File: src/rtl/uart_tx_fifo.sv
// Buffered 8N1 UART transmitter.
// Bytes are accepted through a valid/ready handshake into a circular FIFO.
// A four-state bit-timing FSM pops them and shifts them out LSB first.
// Each bit lasts CLKS_PER_BIT clocks, and back-to-back frames have no idle gap.
module uart_tx_fifo #(
    parameter int CLK_FREQ        = 27_000_000,
    parameter int BAUD_RATE       = 115200,
    parameter int FIFO_DEPTH_LOG2 = 4
) (
    input  logic                       clk,
    input  logic                       rst,
    input  logic [7:0]                 in_data,
    input  logic                       in_valid,
    output logic                       in_ready,
    output logic [FIFO_DEPTH_LOG2:0]   fifo_count,
    output logic                       busy,
    output logic                       uart_tx
);

    localparam int CLKS_PER_BIT = CLK_FREQ / BAUD_RATE;
    localparam int CNT_W        = (CLKS_PER_BIT > 1) ? $clog2(CLKS_PER_BIT) : 1;
    localparam int DEPTH        = 2 ** FIFO_DEPTH_LOG2;

    localparam logic [CNT_W-1:0]         CNT_MAX  = CNT_W'(CLKS_PER_BIT - 1);
    localparam logic [FIFO_DEPTH_LOG2:0] CNT_FULL = (FIFO_DEPTH_LOG2 + 1)'(DEPTH);

    // Reject configurations that cannot time a bit or hold a byte
    if (CLKS_PER_BIT < 2) begin : g_bad_baud
        $error("uart_tx_fifo: CLK_FREQ / BAUD_RATE must be at least 2");
    end
    if (FIFO_DEPTH_LOG2 < 1) begin : g_bad_depth
        $error("uart_tx_fifo: FIFO_DEPTH_LOG2 must be at least 1");
    end

    typedef enum logic [1:0] {
        S_IDLE,
        S_START,
        S_DATA,
        S_STOP
    } state_t;

    state_t                     state_q,   state_d;
    logic [CNT_W-1:0]           clk_cnt_q, clk_cnt_d;
    logic [2:0]                 bit_idx_q, bit_idx_d;
    logic [7:0]                 shift_q,   shift_d;
    logic                       tx_q,      tx_d;
    logic [FIFO_DEPTH_LOG2-1:0] wr_ptr_q,  wr_ptr_d;
    logic [FIFO_DEPTH_LOG2-1:0] rd_ptr_q,  rd_ptr_d;
    logic [FIFO_DEPTH_LOG2:0]   count_q,   count_d;
    logic [7:0]                 mem_q [DEPTH];

    logic push;
    logic pop;
    logic fifo_empty;
    logic bit_done;

    // Storage array: written only on an accepted transfer, never reset
    always_ff @(posedge clk) begin
        if (push) begin
            mem_q[wr_ptr_q] <= in_data;
        end
    end

    // State register: control flops reset, the shift register is data only
    always_ff @(posedge clk) begin
        if (rst) begin
            state_q   <= S_IDLE;
            clk_cnt_q <= '0;
            bit_idx_q <= '0;
            tx_q      <= 1'b1;
            wr_ptr_q  <= '0;
            rd_ptr_q  <= '0;
            count_q   <= '0;
        end else begin
            state_q   <= state_d;
            clk_cnt_q <= clk_cnt_d;
            bit_idx_q <= bit_idx_d;
            tx_q      <= tx_d;
            wr_ptr_q  <= wr_ptr_d;
            rd_ptr_q  <= rd_ptr_d;
            count_q   <= count_d;
        end
        shift_q <= shift_d;
    end

    // Output / handshake decode from registered state
    always_comb begin
        fifo_empty = (count_q == '0);
        bit_done   = (clk_cnt_q == CNT_MAX);
        in_ready   = (count_q != CNT_FULL);
        push       = in_valid && in_ready;
        pop        = 1'b0;
        if (!fifo_empty) begin
            if (state_q == S_IDLE) begin
                pop = 1'b1;
            end else if (state_q == S_STOP && bit_done) begin
                pop = 1'b1;
            end
        end
        busy       = (state_q != S_IDLE) || !fifo_empty;
        fifo_count = count_q;
        uart_tx    = tx_q;
    end

    // Next-state logic for the bit-timing FSM and the FIFO pointers
    always_comb begin
        state_d   = state_q;
        clk_cnt_d = clk_cnt_q;
        bit_idx_d = bit_idx_q;
        shift_d   = shift_q;
        tx_d      = tx_q;

        case (state_q)
            S_IDLE: begin
                tx_d = 1'b1;
                if (pop) begin
                    shift_d   = mem_q[rd_ptr_q];
                    tx_d      = 1'b0;
                    clk_cnt_d = '0;
                    state_d   = S_START;
                end
            end
            S_START: begin
                if (bit_done) begin
                    tx_d      = shift_q[0];
                    bit_idx_d = '0;
                    clk_cnt_d = '0;
                    state_d   = S_DATA;
                end else begin
                    clk_cnt_d = clk_cnt_q + CNT_W'(1);
                end
            end
            S_DATA: begin
                if (bit_done) begin
                    clk_cnt_d = '0;
                    if (bit_idx_q == 3'd7) begin
                        tx_d    = 1'b1;
                        state_d = S_STOP;
                    end else begin
                        // Shift right so the next bit to send is always at index 1
                        bit_idx_d = bit_idx_q + 3'd1;
                        shift_d   = shift_q >> 1;
                        tx_d      = shift_q[1];
                    end
                end else begin
                    clk_cnt_d = clk_cnt_q + CNT_W'(1);
                end
            end
            S_STOP: begin
                if (bit_done) begin
                    clk_cnt_d = '0;
                    if (pop) begin
                        // Chain straight into the next start bit, no idle gap
                        shift_d = mem_q[rd_ptr_q];
                        tx_d    = 1'b0;
                        state_d = S_START;
                    end else begin
                        state_d = S_IDLE;
                    end
                end else begin
                    clk_cnt_d = clk_cnt_q + CNT_W'(1);
                end
            end
            default: begin
                state_d = S_IDLE;
                tx_d    = 1'b1;
            end
        endcase

        wr_ptr_d = push ? wr_ptr_q + 1'b1 : wr_ptr_q;
        rd_ptr_d = pop  ? rd_ptr_q + 1'b1 : rd_ptr_q;
        case ({push, pop})
            2'b10:   count_d = count_q + 1'b1;
            2'b01:   count_d = count_q - 1'b1;
            default: count_d = count_q;
        endcase
    end

endmodule

File: config.mk
export PLATFORM = sky130hd
export DESIGN_NAME = uart_tx_fifo
export DESIGN_NICKNAME = d
export VERILOG_FILES = /design/src/rtl/uart_tx_fifo.sv
export SDC_FILE = /design/constraint.sdc
export NUM_CORES = 1
export LEC_CHECK = 0
export CAP_MARGIN = 20
export CELL_PAD_IN_SITES_DETAIL_PLACEMENT = 0
export CELL_PAD_IN_SITES_GLOBAL_PLACEMENT = 2
export CORE_UTILIZATION = 46
export CTS_CLUSTER_SIZE = 24
export DETAILED_ROUTE_END_ITERATION = 6
export GPL_ROUTABILITY_DRIVEN = 1
export PLACE_DENSITY = 0.86
export SYNTH_ARGS = -nofsm -noshare
export SYNTH_HDL_FRONTEND = slang
export SYNTH_SLANG_ARGS = --single-unit
File: constraint.sdc
create_clock -name clk -period 3.77 [get_ports clk]
set_clock_uncertainty 0.15 [all_clocks]
set_input_delay 0.5655 -clock clk [delete_from_list [all_inputs] [get_ports clk]]
set_output_delay 0.5655 -clock clk [all_outputs]
set_load 0.02 [all_outputs]
==> results.json <==
{
  "outcome": "finished clean",
  "finalWorstSetupSlack_ps": 610,
  "fmax_mhz": 316,
  "synth_xor_area_share_pct": 2.03,
  "r2r-end": "fifo_count[4]",
  "worst_pin_slew_ps": 927,
  "postCtsHoldBufs": 0,
  "avgViaCountPerCell": 5.64,
  "cts_root_buffer": "clkbuf_16",
  "min_path_type": "flop to flop",
  "cts.sinks": 167,
  "holdWs_ps": 326,
  "yosys.area_share.simple_pct": 6.98,
  "first_pass_iters": 5,
  "synth_compound_area_share_pct": 6.03,
  "syn_inst": 429,
  "synth_top_family_by_area": "multiplexers",
  "numCtsBuffers": 17,
  "rows": 44,
  "synth_top_area_cell": "edfxtp_1",
  "fin_tns_setup_ps": 0,
  "place.detailed.hpwl_mm": 8.19,
  "clkTransAtPathRegs_ps": 70,
  "insertion_delay_ps": 430,
  "cts_setup_buffers": 0,
  "grt_max_degree": 31,
  "overflow": 0,
  "relSlewSlack_pct": 38.0,
  "yosysMostFrequentCell": "edfxtp_1",
  "cts_tree": "built",
  "gp_congestion": 0.742,
  "end_kind": "flop",
  "synth_seq_cells": 167,
  "avgSynthCellArea_sq_um": 16.1,
  "r2r_cells": 14,
  "slew_viol_final": 0,
  "routed_wl_mm": 12.8,
  "fp.dieH_um": 124,
  "die_w_um": 124,
  "async_flop_share_pct": 0,
  "drt.antenna.violating_nets": 0,
  "cts_max_path_buffers": 2,
  "critPathLaunch": "clk_cnt_q[1]",
  "dpl_cell_area_sq_um": 7340,
  "synth_edf_count": 136,
  "drc": 0,
  "dr_total_vias": 3722,
  "coreArea_sq_um": 14600,
  "rsz0062_at_grt": "false",
  "maxCapViolCount": 0,
  "seq_area_frac_synth_pct": 68.3,
  "finalHoldViolCount": 0,
  "required_ps": 3960,
  "r2r_start": "clk_cnt_q[1]",
  "crit_end": "fifo_count[4]",
  "yosysWarnings": 0,
  "grt_pass1_vias": 3781,
  "drive_gt1_share_pct": 18.7,
  "synth_cell_types": 45,
  "netlist.area_leader.share_pct": 59.3,
  "io-pin-count": 19,
  "track_usage_pct": 17.9,
  "crit_fanout": 8,
  "n_antenna_cell": 0,
  "ir_worst_vdd_uv": 381,
  "fin_crit_sh_pct": 83.8,
  "min_period_ps": 3160,
  "synthMuxAreaShare_pct": 11.5,
  "syn_to_final_growth_pct": 14.9,
  "ys_top_cells_by_count": "136 x edfxtp_1, 40 x nor2_1, 32 x mux4_2",
  "setup_viol": 0,
  "critPathArrivalTime_ps": 3350,
  "antenna_found_initial": 0,
  "netlist_top_cells_area": "edfxtp_1 59%, mux4_2 10%, dfxtp_1 9.0%, ha_1 3.3%, nor2_1 2.2%",
  "drt-wirelength-per-cell_um": 19.4,
  "drt_iter0_drc": 285,
  "fp.dieArea_sq_um": 15500,
  "grt_pass1_wl_mm": 20.6,
  "crit_path_start_kind": "flop",
  "final_area_sq_um": 7910,
  "finish.utilization_pct": 54.2,
  "initial_utilization_pct": 47.2,
  "port_buffers": 18,
  "synth_area_sq_um": 6890,
  "synth_flop_cell": "edfxtp_1",
  "power_density_nw_per_um2": 670,
  "synthAdderAreaFrac_pct": 3.27,
  "syn_nets": 458,
  "crit_type": "flop to flop",
  "place_ws_ps": 660,
  "layout.nets": 492,
  "p_leak_nw": 2.65,
  "ctsResizeCount": 0,
  "reg2reg_slack_ps": 610,
  "cts_max_level": 4,
  "worstHoldStart": "uart_tx"
}
-- cell usage in the layout, fill, tap and decap left out, drive strengths merged, types with 14 or more instances in the layout --
master	count
buf	18
mux4	32
edfxtp	136
a22oi	16
inv	14
dfxtp	31
clkdlybuf4s50	18
clkbuf	18
nor2	40
ha	18
nand2	18
-- per-stage QoR --
stage	instances	power, mW
final	660	5.30
after global routing	660	5.59
after CTS	660	5.36
after detailed placement	628	3.69
after global placement	628	3.66
after floorplan	429	3.32
-- registers in the layout (all words and copies together), names as in the netlist, named ones only --
register    count
wr_ptr_q        4
bit_idx_q       3
rd_ptr_q        4
state_q         2
shift_q         8
fifo_count      5
uart_tx         1
clk_cnt_q       8
mem_q         128
-- power by group --
part	total, mW	internal [mW]	leakage (nW)	switching [mW]
Clock	1.67	0.927	0.276	0.743
Sequential	2.30	2.18	1.49	0.123
Combinational	1.32	0.605	0.888	0.718
-- layout make-up --
cell class	instances	area, sq um
multi-input cells	232	2050
clock buffers	18	429
clock inverters	14	143
inverters	9	33.8
repair buffers	36	315
well taps	184	230
fillers	1129	6680
flip-flops and latches	167	4710
-- worst max-delay path, stage by stage, from the launching register on --
cell and delay [ps]:
dfxtp_1 420, inv_1 70, ha_1 170, and4bb_2 240
a31oi_1 170, buf_4 160, nor2_1 60, ha_1 300
xor2_1 180, ha_1 220, a211o_1 270, a21oi_1 140
a221oi_1 60, or3_1 320, a21oi_1 140
-- worst min path at each step --
stage / end / slack, ps / depth (start not counted)
after floorplan: bit_idx_q[1] / 300 / 2
after global placement: clk_cnt_q[7] / 320 / 2
after detailed placement: uart_tx / 320 / 2
after CTS: uart_tx / 340 / 2
after global routing: clk_cnt_q[7] / 370 / 2
final: uart_tx / 330 / 2
-- kinds of logic after synthesis --
logic type,Yosys count
multiplexers,39
buffers and inverters,30
adder cells (fa/ha/maj),18
AO/OA/AOI/OAI,61
AND/OR/NAND/NOR,98
flip-flops,167
XOR/XNOR,16
-- routing by layer --
metal	vias to the layer above	GRT usage, %	part of all wire [%]
met5	-	0	0
met3	16	5.07	4.2
met2	87	28.4	49
met4	0	7.02	1.6
li1	1736	-	-
met1	1883	23.2	45
(Power assumes the default switching activity.)
